<file path="config.mk">
export PLATFORM = sky130hd
export DESIGN_NAME = la32r_inst_encoder
export DESIGN_NICKNAME = d
export VERILOG_FILES = /design/src/rtl/la32r_inst_encoder.sv
export SDC_FILE = /design/constraint.sdc
export NUM_CORES = 1
export LEC_CHECK = 0
export CORE_MARGIN = 4
export CORE_UTILIZATION = 45
export DETAILED_ROUTE_END_ITERATION = 10
export GPL_TIMING_DRIVEN = 1
export MAX_ROUTING_LAYER = met4
export PLACE_DENSITY = 0.76
export RECOVER_POWER = 50
export SLEW_MARGIN = 20
export SYNTH_ARGS = -nofsm -noshare
export SYNTH_HDL_FRONTEND = slang
export SYNTH_SLANG_ARGS = --single-unit
</file>
<file path="constraint.sdc">
create_clock -name clk -period 2.75 [get_ports clk]
set_clock_uncertainty 0.1 [all_clocks]
set_input_delay 0.4125 -clock clk [delete_from_list [all_inputs] [get_ports clk]]
set_output_delay 0.4125 -clock clk [all_outputs]
set_load 0.03 [all_outputs]
</file>
<file path="src/rtl/la32r_inst_encoder.sv">
// LA32R instruction encoder: turns an abstract op (op code, rd/rj/rk, 32-bit
// immediate) into the matching 32-bit instruction word through a registered,
// ready/valid output stage. li.w expands into one or two words. Illegal ops and
// bad immediates produce break 0 (002A0000) with out_err set.
//
// state | meaning
// IDLE  | accepting requests whenever the output register can take a word
// EMIT2 | holding the latched ori word of a two-word li.w until word one leaves
module la32r_inst_encoder #(
  parameter int CNT_W = 16
) (
  input  logic             clk,
  input  logic             rst,
  input  logic             in_valid,
  output logic             in_ready,
  input  logic [5:0]       in_op,
  input  logic [4:0]       in_rd,
  input  logic [4:0]       in_rj,
  input  logic [4:0]       in_rk,
  input  logic [31:0]      in_imm,
  output logic             out_valid,
  input  logic             out_ready,
  output logic [31:0]      out_inst,
  output logic             out_err,
  output logic [CNT_W-1:0] out_cnt
);

  localparam logic [31:0] ERR_WORD = 32'h002A0000;

  typedef enum logic {S_IDLE, S_EMIT2} state_t;

  typedef enum logic [3:0] {
    C_3R, C_UI5, C_SI12, C_UI12, C_SI20, C_OFF16, C_OFF26, C_LI, C_NOP, C_ILL
  } cls_t;

  state_t           state_q, state_d;
  logic             out_valid_q, out_valid_d;
  logic [31:0]      out_inst_q, out_inst_d;
  logic             out_err_q, out_err_d;
  logic [31:0]      pend_q, pend_d;
  logic [CNT_W-1:0] cnt_q, cnt_d;

  logic [31:0] base;
  cls_t        cls;
  logic [31:0] enc_word, enc_pend;
  logic        enc_ok, enc_two;
  logic        si12_ok, ui12_ok, ui5_ok, si20_ok, off16_ok, off26_ok;
  logic [31:0] f_rd, f_rj, f_rk, f_i12, f_off16;
  logic        accept, xfer;

  assign accept = in_valid && in_ready;
  assign xfer   = out_valid_q && out_ready;

  // Map op code to its base word and field layout class
  always_comb begin
    base = 32'h0;
    cls  = C_ILL;
    case (in_op)
      6'd0:  begin base = 32'h00100000; cls = C_3R;    end
      6'd1:  begin base = 32'h00110000; cls = C_3R;    end
      6'd2:  begin base = 32'h00120000; cls = C_3R;    end
      6'd3:  begin base = 32'h00128000; cls = C_3R;    end
      6'd4:  begin base = 32'h00140000; cls = C_3R;    end
      6'd5:  begin base = 32'h00148000; cls = C_3R;    end
      6'd6:  begin base = 32'h00150000; cls = C_3R;    end
      6'd7:  begin base = 32'h00158000; cls = C_3R;    end
      6'd8:  begin base = 32'h00170000; cls = C_3R;    end
      6'd9:  begin base = 32'h00178000; cls = C_3R;    end
      6'd10: begin base = 32'h00180000; cls = C_3R;    end
      6'd11: begin base = 32'h00408000; cls = C_UI5;   end
      6'd12: begin base = 32'h00448000; cls = C_UI5;   end
      6'd13: begin base = 32'h00488000; cls = C_UI5;   end
      6'd14: begin base = 32'h02000000; cls = C_SI12;  end
      6'd15: begin base = 32'h02400000; cls = C_SI12;  end
      6'd16: begin base = 32'h02800000; cls = C_SI12;  end
      6'd17: begin base = 32'h03400000; cls = C_UI12;  end
      6'd18: begin base = 32'h03800000; cls = C_UI12;  end
      6'd19: begin base = 32'h03C00000; cls = C_UI12;  end
      6'd20: begin base = 32'h14000000; cls = C_SI20;  end
      6'd21: begin base = 32'h1C000000; cls = C_SI20;  end
      6'd22: begin base = 32'h28000000; cls = C_SI12;  end
      6'd23: begin base = 32'h28400000; cls = C_SI12;  end
      6'd24: begin base = 32'h28800000; cls = C_SI12;  end
      6'd25: begin base = 32'h29000000; cls = C_SI12;  end
      6'd26: begin base = 32'h29400000; cls = C_SI12;  end
      6'd27: begin base = 32'h29800000; cls = C_SI12;  end
      6'd28: begin base = 32'h2A000000; cls = C_SI12;  end
      6'd29: begin base = 32'h2A400000; cls = C_SI12;  end
      6'd30: begin base = 32'h4C000000; cls = C_OFF16; end
      6'd31: begin base = 32'h50000000; cls = C_OFF26; end
      6'd32: begin base = 32'h54000000; cls = C_OFF26; end
      6'd33: begin base = 32'h58000000; cls = C_OFF16; end
      6'd34: begin base = 32'h5C000000; cls = C_OFF16; end
      6'd35: begin base = 32'h60000000; cls = C_OFF16; end
      6'd36: begin base = 32'h64000000; cls = C_OFF16; end
      6'd37: begin base = 32'h68000000; cls = C_OFF16; end
      6'd38: begin base = 32'h6C000000; cls = C_OFF16; end
      6'd39: begin base = 32'h0;        cls = C_LI;    end
      6'd40: begin base = 32'h03400000; cls = C_NOP;   end
      default: begin base = 32'h0;      cls = C_ILL;   end
    endcase
  end

  // Range checks, field packing and li.w split
  always_comb begin
    si12_ok  = (&in_imm[31:11]) || (~|in_imm[31:11]);
    ui12_ok  = ~|in_imm[31:12];
    ui5_ok   = ~|in_imm[31:5];
    si20_ok  = (&in_imm[31:19]) || (~|in_imm[31:19]);
    off16_ok = (~|in_imm[1:0]) && ((&in_imm[31:17]) || (~|in_imm[31:17]));
    off26_ok = (~|in_imm[1:0]) && ((&in_imm[31:27]) || (~|in_imm[31:27]));

    f_rd    = {27'b0, in_rd};
    f_rj    = {22'b0, in_rj, 5'b0};
    f_rk    = {17'b0, in_rk, 10'b0};
    f_i12   = {10'b0, in_imm[11:0], 10'b0};
    f_off16 = {6'b0, in_imm[17:2], 10'b0};

    enc_word = 32'h0;
    enc_ok   = 1'b0;
    enc_two  = 1'b0;
    enc_pend = 32'h03800000 | f_i12 | {22'b0, in_rd, 5'b0} | f_rd;
    case (cls)
      C_3R: begin
        enc_word = base | f_rk | f_rj | f_rd;
        enc_ok   = 1'b1;
      end
      C_UI5: begin
        enc_word = base | {17'b0, in_imm[4:0], 10'b0} | f_rj | f_rd;
        enc_ok   = ui5_ok;
      end
      C_SI12: begin
        enc_word = base | f_i12 | f_rj | f_rd;
        enc_ok   = si12_ok;
      end
      C_UI12: begin
        enc_word = base | f_i12 | f_rj | f_rd;
        enc_ok   = ui12_ok;
      end
      C_SI20: begin
        enc_word = base | {7'b0, in_imm[19:0], 5'b0} | f_rd;
        enc_ok   = si20_ok;
      end
      C_OFF16: begin
        enc_word = base | f_off16 | f_rj | f_rd;
        enc_ok   = off16_ok;
      end
      C_OFF26: begin
        enc_word = base | f_off16 | {22'b0, in_imm[27:18]};
        enc_ok   = off26_ok;
      end
      C_LI: begin
        enc_ok = 1'b1;
        if (si12_ok) begin
          enc_word = 32'h02800000 | f_i12 | f_rd;
        end else begin
          enc_word = 32'h14000000 | {7'b0, in_imm[31:12], 5'b0} | f_rd;
          enc_two  = |in_imm[11:0];
        end
      end
      C_NOP: begin
        enc_word = base;
        enc_ok   = 1'b1;
      end
      default: begin
        enc_word = ERR_WORD;
        enc_ok   = 1'b0;
      end
    endcase
    if (!enc_ok) begin
      enc_word = ERR_WORD;
      enc_two  = 1'b0;
    end
  end

  // FSM state register
  always_ff @(posedge clk) begin
    if (rst) state_q <= S_IDLE;
    else     state_q <= state_d;
  end

  // FSM next state
  always_comb begin
    state_d = state_q;
    case (state_q)
      S_IDLE:  if (accept && enc_two) state_d = S_EMIT2;
      S_EMIT2: if (xfer)              state_d = S_IDLE;
      default: state_d = S_IDLE;
    endcase
  end

  // FSM outputs
  always_comb begin
    in_ready = (state_q == S_IDLE) && (!out_valid_q || out_ready);
  end

  // Output register, pending ori word and transfer counter next values
  always_comb begin
    out_valid_d = out_valid_q;
    out_inst_d  = out_inst_q;
    out_err_d   = out_err_q;
    pend_d      = pend_q;
    cnt_d       = cnt_q + {{(CNT_W-1){1'b0}}, xfer};
    if (accept) begin
      out_valid_d = 1'b1;
      out_inst_d  = enc_word;
      out_err_d   = !enc_ok;
      if (enc_two) pend_d = enc_pend;
    end else if (state_q == S_EMIT2 && xfer) begin
      out_valid_d = 1'b1;
      out_inst_d  = pend_q;
      out_err_d   = 1'b0;
    end else if (xfer) begin
      out_valid_d = 1'b0;
    end
  end

  // Datapath registers
  always_ff @(posedge clk) begin
    if (rst) begin
      out_valid_q <= 1'b0;
      out_inst_q  <= 32'h0;
      out_err_q   <= 1'b0;
      pend_q      <= 32'h0;
      cnt_q       <= '0;
    end else begin
      out_valid_q <= out_valid_d;
      out_inst_q  <= out_inst_d;
      out_err_q   <= out_err_d;
      pend_q      <= pend_d;
      cnt_q       <= cnt_d;
    end
  end

  assign out_valid = out_valid_q;
  assign out_inst  = out_inst_q;
  assign out_err   = out_err_q;
  assign out_cnt   = cnt_q;

endmodule

</file>
; Word-level counts from Yosys, hierarchy flattened
; Memory sizes are Yosys's and may differ from the RTL's.
; Cells that the tools add are included.
[word_totals]
regBits = 83
romBits = 1216
output_inout_bits = 51
wordCells = 92
memories = 1
[op_classes]
addsub = 1
eq_ne = 8
n_mux = 17
n_bitwise = 20
reduce_logical = 39
[mem_list]
columns = memory, depth, word_bits, rd, rd_ports_with_merged_regs, wr, line_no
row1 = (name not given), 64, 19, 1, 0, 0, 58  ; case (in_op)
[ops]
columns = cell, count
row1 = case mux 32 bit (8 select lines), 1
row2 = OR 32 x 10 -> 32 bit, 5
row3 = OR 32 x 5 -> 32 bit, 5
row4 = two-way mux 32 bit, 3
row5 = OR 32 x 15 -> 32 bit, 2
row6 = OR 26 x 5 -> 26 bit, 2
row7 = OR 32 x 22 -> 32 bit, 1
row8 = OR 32 x 25 -> 32 bit, 1
row9 = OR 32 x 26 -> 32 bit, 1
row10 = two-way mux 29 bit, 1
row11 = OR 29 x 5 -> 29 bit, 1
row12 = OR reduction 27 bit, 1
row13 = OR 26 x 10 -> 26 bit, 1
row14 = AND reduction 21 bit, 1
row15 = OR reduction 21 bit, 1
row16 = OR reduction 20 bit, 1
row17 = adder 16 x 1 -> 16 bit, 1
row18 = "== test 4 x 3 -> 1 bit, second input constant", 4
row19 = AND reduction 15 bit, 1
row20 = OR reduction 15 bit, 1
row21 = AND reduction 13 bit, 1
row22 = OR reduction 13 bit, 1
row23 = OR reduction 12 bit, 1
row24 = two-way mux 1 bit, 10
row25 = other kinds (17), 37

; Depth between registers and ports, before layout
[logic_depth]
depth_word = 9
ltp_mapped = 13
ltp_nobuf = 9

; Worst setup path after synthesis
; OpenSTA, ideal clock, no wires.
[synth_timing]
kind = input-to-reg
start = input in_op[1]
end = register out_inst_q[22], in the netlist out_inst[22]
setup_ns = 0.139
t_arrival_ns = 2.739
t_required_ns = 2.511
slack_ns = -0.228
cell_stages = 10
path_buffers = 2
path_cell_list = buf_2 inv_1 ha_1 mux2_4 a211oi_4 a211oi_1 or4_1 o21ai_2 buf_2 a221oi_1
[synth_between]
elab_chain_cells = 7
elab_cells_between_ends = 31
classes_between = 8 x eq/ne / 4 x mux / 15 x bitwise / 3 x reduce/logical / 1 x memory
[synth_rtl]
columns = item, line_no
row1 = "start, declared", 16  ; input logic [5:0] in_op,
row2 = memory read (64 x 19 bit) *, --
row3 = "OR 32 x 26 -> 32 bit, or another cell as far along", "145, 149"
row4 = "OR 32 x 10 -> 32 bit, on equally long branches", --
row5 = "OR 32 x 5 -> 32 bit, on equally long branches", --
row6 = case mux 32 bit (8 select lines), 123  ; case (cls)
row7 = two-way mux 32 bit *, 170  ; if (!enc_ok) begin
row8 = two-way mux 32 bit *, 204  ; if (accept) begin
row9 = "end signal, assigned", 228  ; out_inst_q <= out_inst_d;
row10 = "end, declared", 38  ; logic [31:0] out_inst_q, out_inst_d;
; Every way passes the cells marked *; elsewhere a longest branch is shown, timed or not.
; A chain may end at the register's enable or synchronous reset.

; Worst setup path in the final report
[layout_timing]
start = input in_op[2]
end = register out_inst_q[7], in the netlist out_inst[7]
[layout_between]
elab_chain_cells = 6
elab_cells_between_ends = 16
classes_between = 8 x eq/ne / 4 x mux / 3 x reduce/logical / 1 x memory
[layout_rtl]
columns = item, line_no
row1 = memory read (64 x 19 bit) *, --
row2 = "== test 4 x 3 -> 1 bit, or another cell as far along", 123
row3 = OR reduction 3 bit (no source line) / OR reduction 2 bit (equally long branches), --
row4 = case mux 1 bit (7 select lines) / case mux 32 bit (8 select lines) (equally long branches), 123
row5 = two-way mux 32 bit *, 170
row6 = two-way mux 32 bit *, 204
; Marked as above.

==> run_results.csv <==
group,metric,value,unit
run_status,status,"finished, final reports clean",
min_path,hold_class,"flop to flop",
grt,antenna_found_initial,1,
grt,grt_pass1_vias,5344,
floorplan,io_pins,108,
floorplan,die-area,11420,sq um
place,port_buffers,106,
clocking,cts.sinks,68,
timing,fmax,372.9,MHz
timing,tightest_slew,638.7,ps
synthesis,synth_warnings,0,
power_and_ir_drop,clkPwrFrac,0.299,
detailed_routing,vias,5591,
synthesis,post-synth-top-area-fraction,0.3094,
floorplan,die_width,106.9,microns
cells_and_area,seqCellArea,1361,sq um
timing,hold_slack,341.0,ps
timing,worst_slew_margin_rel,0.5713,
setup_path,worst_r2r_endpoint,"out_inst[20]",
detailed_routing,wl_per_cell,21.28,microns
clocking,tritoncts,"built",
power_and_ir_drop,p_sw,0.9711,mW
cells_and_area,n_fill_cell,655,
synthesis,synth_nets,600,
floorplan,core,9371,sq um
power_and_ir_drop,powerDensity,388.8,nW/um^2
floorplan,rows,35,
floorplan,initial_core_util,0.4696,
synthesis,ys_seq_area_frac,0.3094,
detailed_routing,routed_wl,19160,microns
synthesis,synth_edf_count,0,
setup_path,rrSetupSlack,450,ps
setup_path,arrival,2800,ps
power_and_ir_drop,combPwrFrac,0.339,
timing,fin_crit,2682,ps
setup_path,r2r-start,"out_valid",
cells_and_area,multiInputGateArea,3179,sq um
setup_path,endpoint_kind,"flop",
cells_and_area,final_cell_mix,"126 x buf_4, 68 x dfxtp_1, 51 x nor2_1",
floorplan,die_h,106.9,microns
grt,grt_max_degree,57,
setup_path,path_class,"input port to flop",
power_and_ir_drop,p_int,1.893,mW
clocking,clock_latency,350,ps
cells_and_area,area_growth,67.42,%
clocking,cts-root-buf,"clkbuf_8",
setup_path,crit_end,"out_inst[7]",
setup_path,crit_fanout,9,
synthesis,synth_area_leaders,"dfxtp_1 31%, nor2_1 4.5%, a21oi_1 4.0%",
detailed_routing,drt-initial-drc-count,556,
timing,slew_viol_final,0,
power_and_ir_drop,p_leak,3.245,nW
grt,grtUsageTotal,0.3294,
synthesis,synth-async-reset-ratio,0,
synthesis,synth-seq-cells,68,
clocking,cts_made_buffers,9,
clocking,clockBufferDepth,2,
synthesis,synthCells,534,
detailed_routing,vias_per_cell,6.212,
cells_and_area,nets,831,
setup_path,worst-r2r-cell-count,7,
timing,post-route-period-util,0.9752,
power_and_ir_drop,p_sw_frac,0.3390,
detailed_routing,remaining_drc_errors,0,
place,gp_congestion,1.057,
synthesis,syn_area,4400,sq um
grt,globalRoute.totalOverflow,0,
synthesis,synth.avg_cell_area,8.241,sq um
detailed_routing,dr.pass1.iters,7,
setup_path,startpoint_type,"input port",
synthesis,synth.distinct_cells,73,
power_and_ir_drop,peakVddDrop,0.2690,mV
timing,hold_viol,0,
run,cap_viol_max_count,0,
setup_path,critPathLaunch,"in_op[2]",
detailed_routing,ant_nets,0,
setup_path,required,2870,ps
cells_and_area,drive_above_1_share,0.3104,
place,dp_hpwl,14050,microns
clocking,h-tree-depth,3,
grt,grt_pass1_wl,28990,microns
place,dp.cells,860,
cells_and_area,fin_cells,900,
cells_and_area,mostFrequentLayoutCell,"buf_4",
clocking,ctsHoldBuffers,0,
power_and_ir_drop,power_frac_seq,0.362,
clocking,cts.reportedPaths.clkPinSlew,80,ps
synthesis,yosysTopAreaCell,"dfxtp_1",
timing,finalSetupViolations,0,
synthesis,synth-main-ff-cell,"dfxtp_1",
==> layout make-up <==
type,instances,area share
Timing Repair Buffer,260,0.3286
Antenna cell,1,0.0003397
Multi-Input combinational cell,416,0.4316
Tap cell,129,0.02191
Sequential cell,68,0.1848
Clock inverter,7,0.01019
Inverter,10,0.005774
Clock buffer,9,0.01681
==> sequential cells by signal, indices dropped and copies added, names as in the netlist <==
register	flops
out_inst	31
pend_q	18
out_cnt	16
out_err	1
out_valid	1
state_q	1
==> cells by family after synthesis <==
logic type / Yosys count / share of synthesized area
compound gates: 170 / 0.2946
xor+xnor: 16 / 0.03184
fa+ha+maj: 9 / 0.02559
buf+inv: 50 / 0.05289
flops: 68 / 0.3094
mux: 20 / 0.05004
other cells: 1 / 0.0008522
simple gates: 200 / 0.2349
==> layer usage <==
layer | global-route usage | wire length [microns] | vias up | share of wire
li1 | - | - | 2508 | -
met1 | 0.4531 | 8051 | 2630 | 0.42
met2 | 0.4991 | 8514 | 368 | 0.44
met3 | 0.05178 | 1985 | 85 | 0.10
met4 | 0.1023 | 604 | 0 | 0.032
met5 | - | 0 | - | 0
==> cell usage after synthesis (7+ instances only) <==
| library cell | instances |
|---|---|
| and2_1 | 7 |
| xor2_1 | 10 |
| mux2i_1 | 16 |
| clkbuf_1 | 19 |
| a221o_1 | 7 |
| nor4_1 | 7 |
| o21bai_1 | 11 |
| o21ai_0 | 20 |
| nand2_1 | 40 |
| a22oi_1 | 10 |
| dfxtp_1 | 68 |
| nor2b_1 | 8 |
| nor2_1 | 53 |
| a2111oi_2 | 8 |
| nand4_1 | 17 |
| and3_1 | 8 |
| ha_1 | 9 |
| nand3_1 | 22 |
| inv_1 | 9 |
| nor3_1 | 9 |
| a221oi_1 | 17 |
| a21oi_1 | 35 |
| buf_2 | 12 |
==> per-stage QoR <==
step | power, mW | setup slack (ps) | setup TNS, ps | instance area, sq um | util
6_report | 2.864 | 68.07 | 0 | 7367 | 0.7861
5_1_grt | 2.957 | -12.21 | -43.64 | 7367 | 0.7861
4_1_cts | 2.804 | -4.210 | -7.079 | 7046 | 0.7518
3_5_place_dp | 1.891 | -714.0 | -28460 | 6481 | 0.6916
3_3_place_gp | 1.883 | -614.1 | -24460 | 6481 | 0.6916
2_1_floorplan | 1.441 | 5.628 | 0 | 4412 | -
==> critical path: stages <==
cell             delay (ps)
clkdlybuf4s15_1         200
buf_12                  150
buf_6                   130
buf_6                   130
and3b_2                 220
a21oi_4                 210
buf_6                   150
a211oi_2                 60
or4_4                   570
o21ai_4                 200
buf_6                   160
buf_16                  130
a2111oi_4                70
==> power by group through the flow <==
stage / Sequential [mW] / Combinational, mW / Clock [mW]
finish: 1.04 / 0.970 / 0.856
global placement: 1.06 / 0.822 / 0
global route: 1.04 / 1.01 / 0.903
floorplan: 1.12 / 0.326 / 0
CTS: 1.04 / 0.905 / 0.860
detailed placement: 1.06 / 0.829 / 0
==> worst min-delay path by stage <==
| stage | start | endpoint | slack, ps | cells after the start |
|---|---|---|---|---|
| after floorplan | pend_q[24] | pend_q[24] | 330 | 2 |
| after global placement | out_inst[27] | out_inst[27] | 340 | 2 |
| after detailed placement | out_inst[29] | out_inst[29] | 340 | 2 |
| after CTS | out_inst[29] | out_inst[29] | 350 | 2 |
| after global routing | out_inst[29] | out_inst[29] | 360 | 2 |
| final | out_inst[29] | out_inst[29] | 340 | 2 |
==> repair_timing <==
item / in CTS / in global routing
gates resized for setup: 67 / 61
pin swaps: 19 / 26
hold endpoints to repair: 0 / 0
setup endpoints to repair: 50 / 48
buffers inserted: 9 / 12
gates cloned: 2 / 0
(Power assumes the default switching activity.)
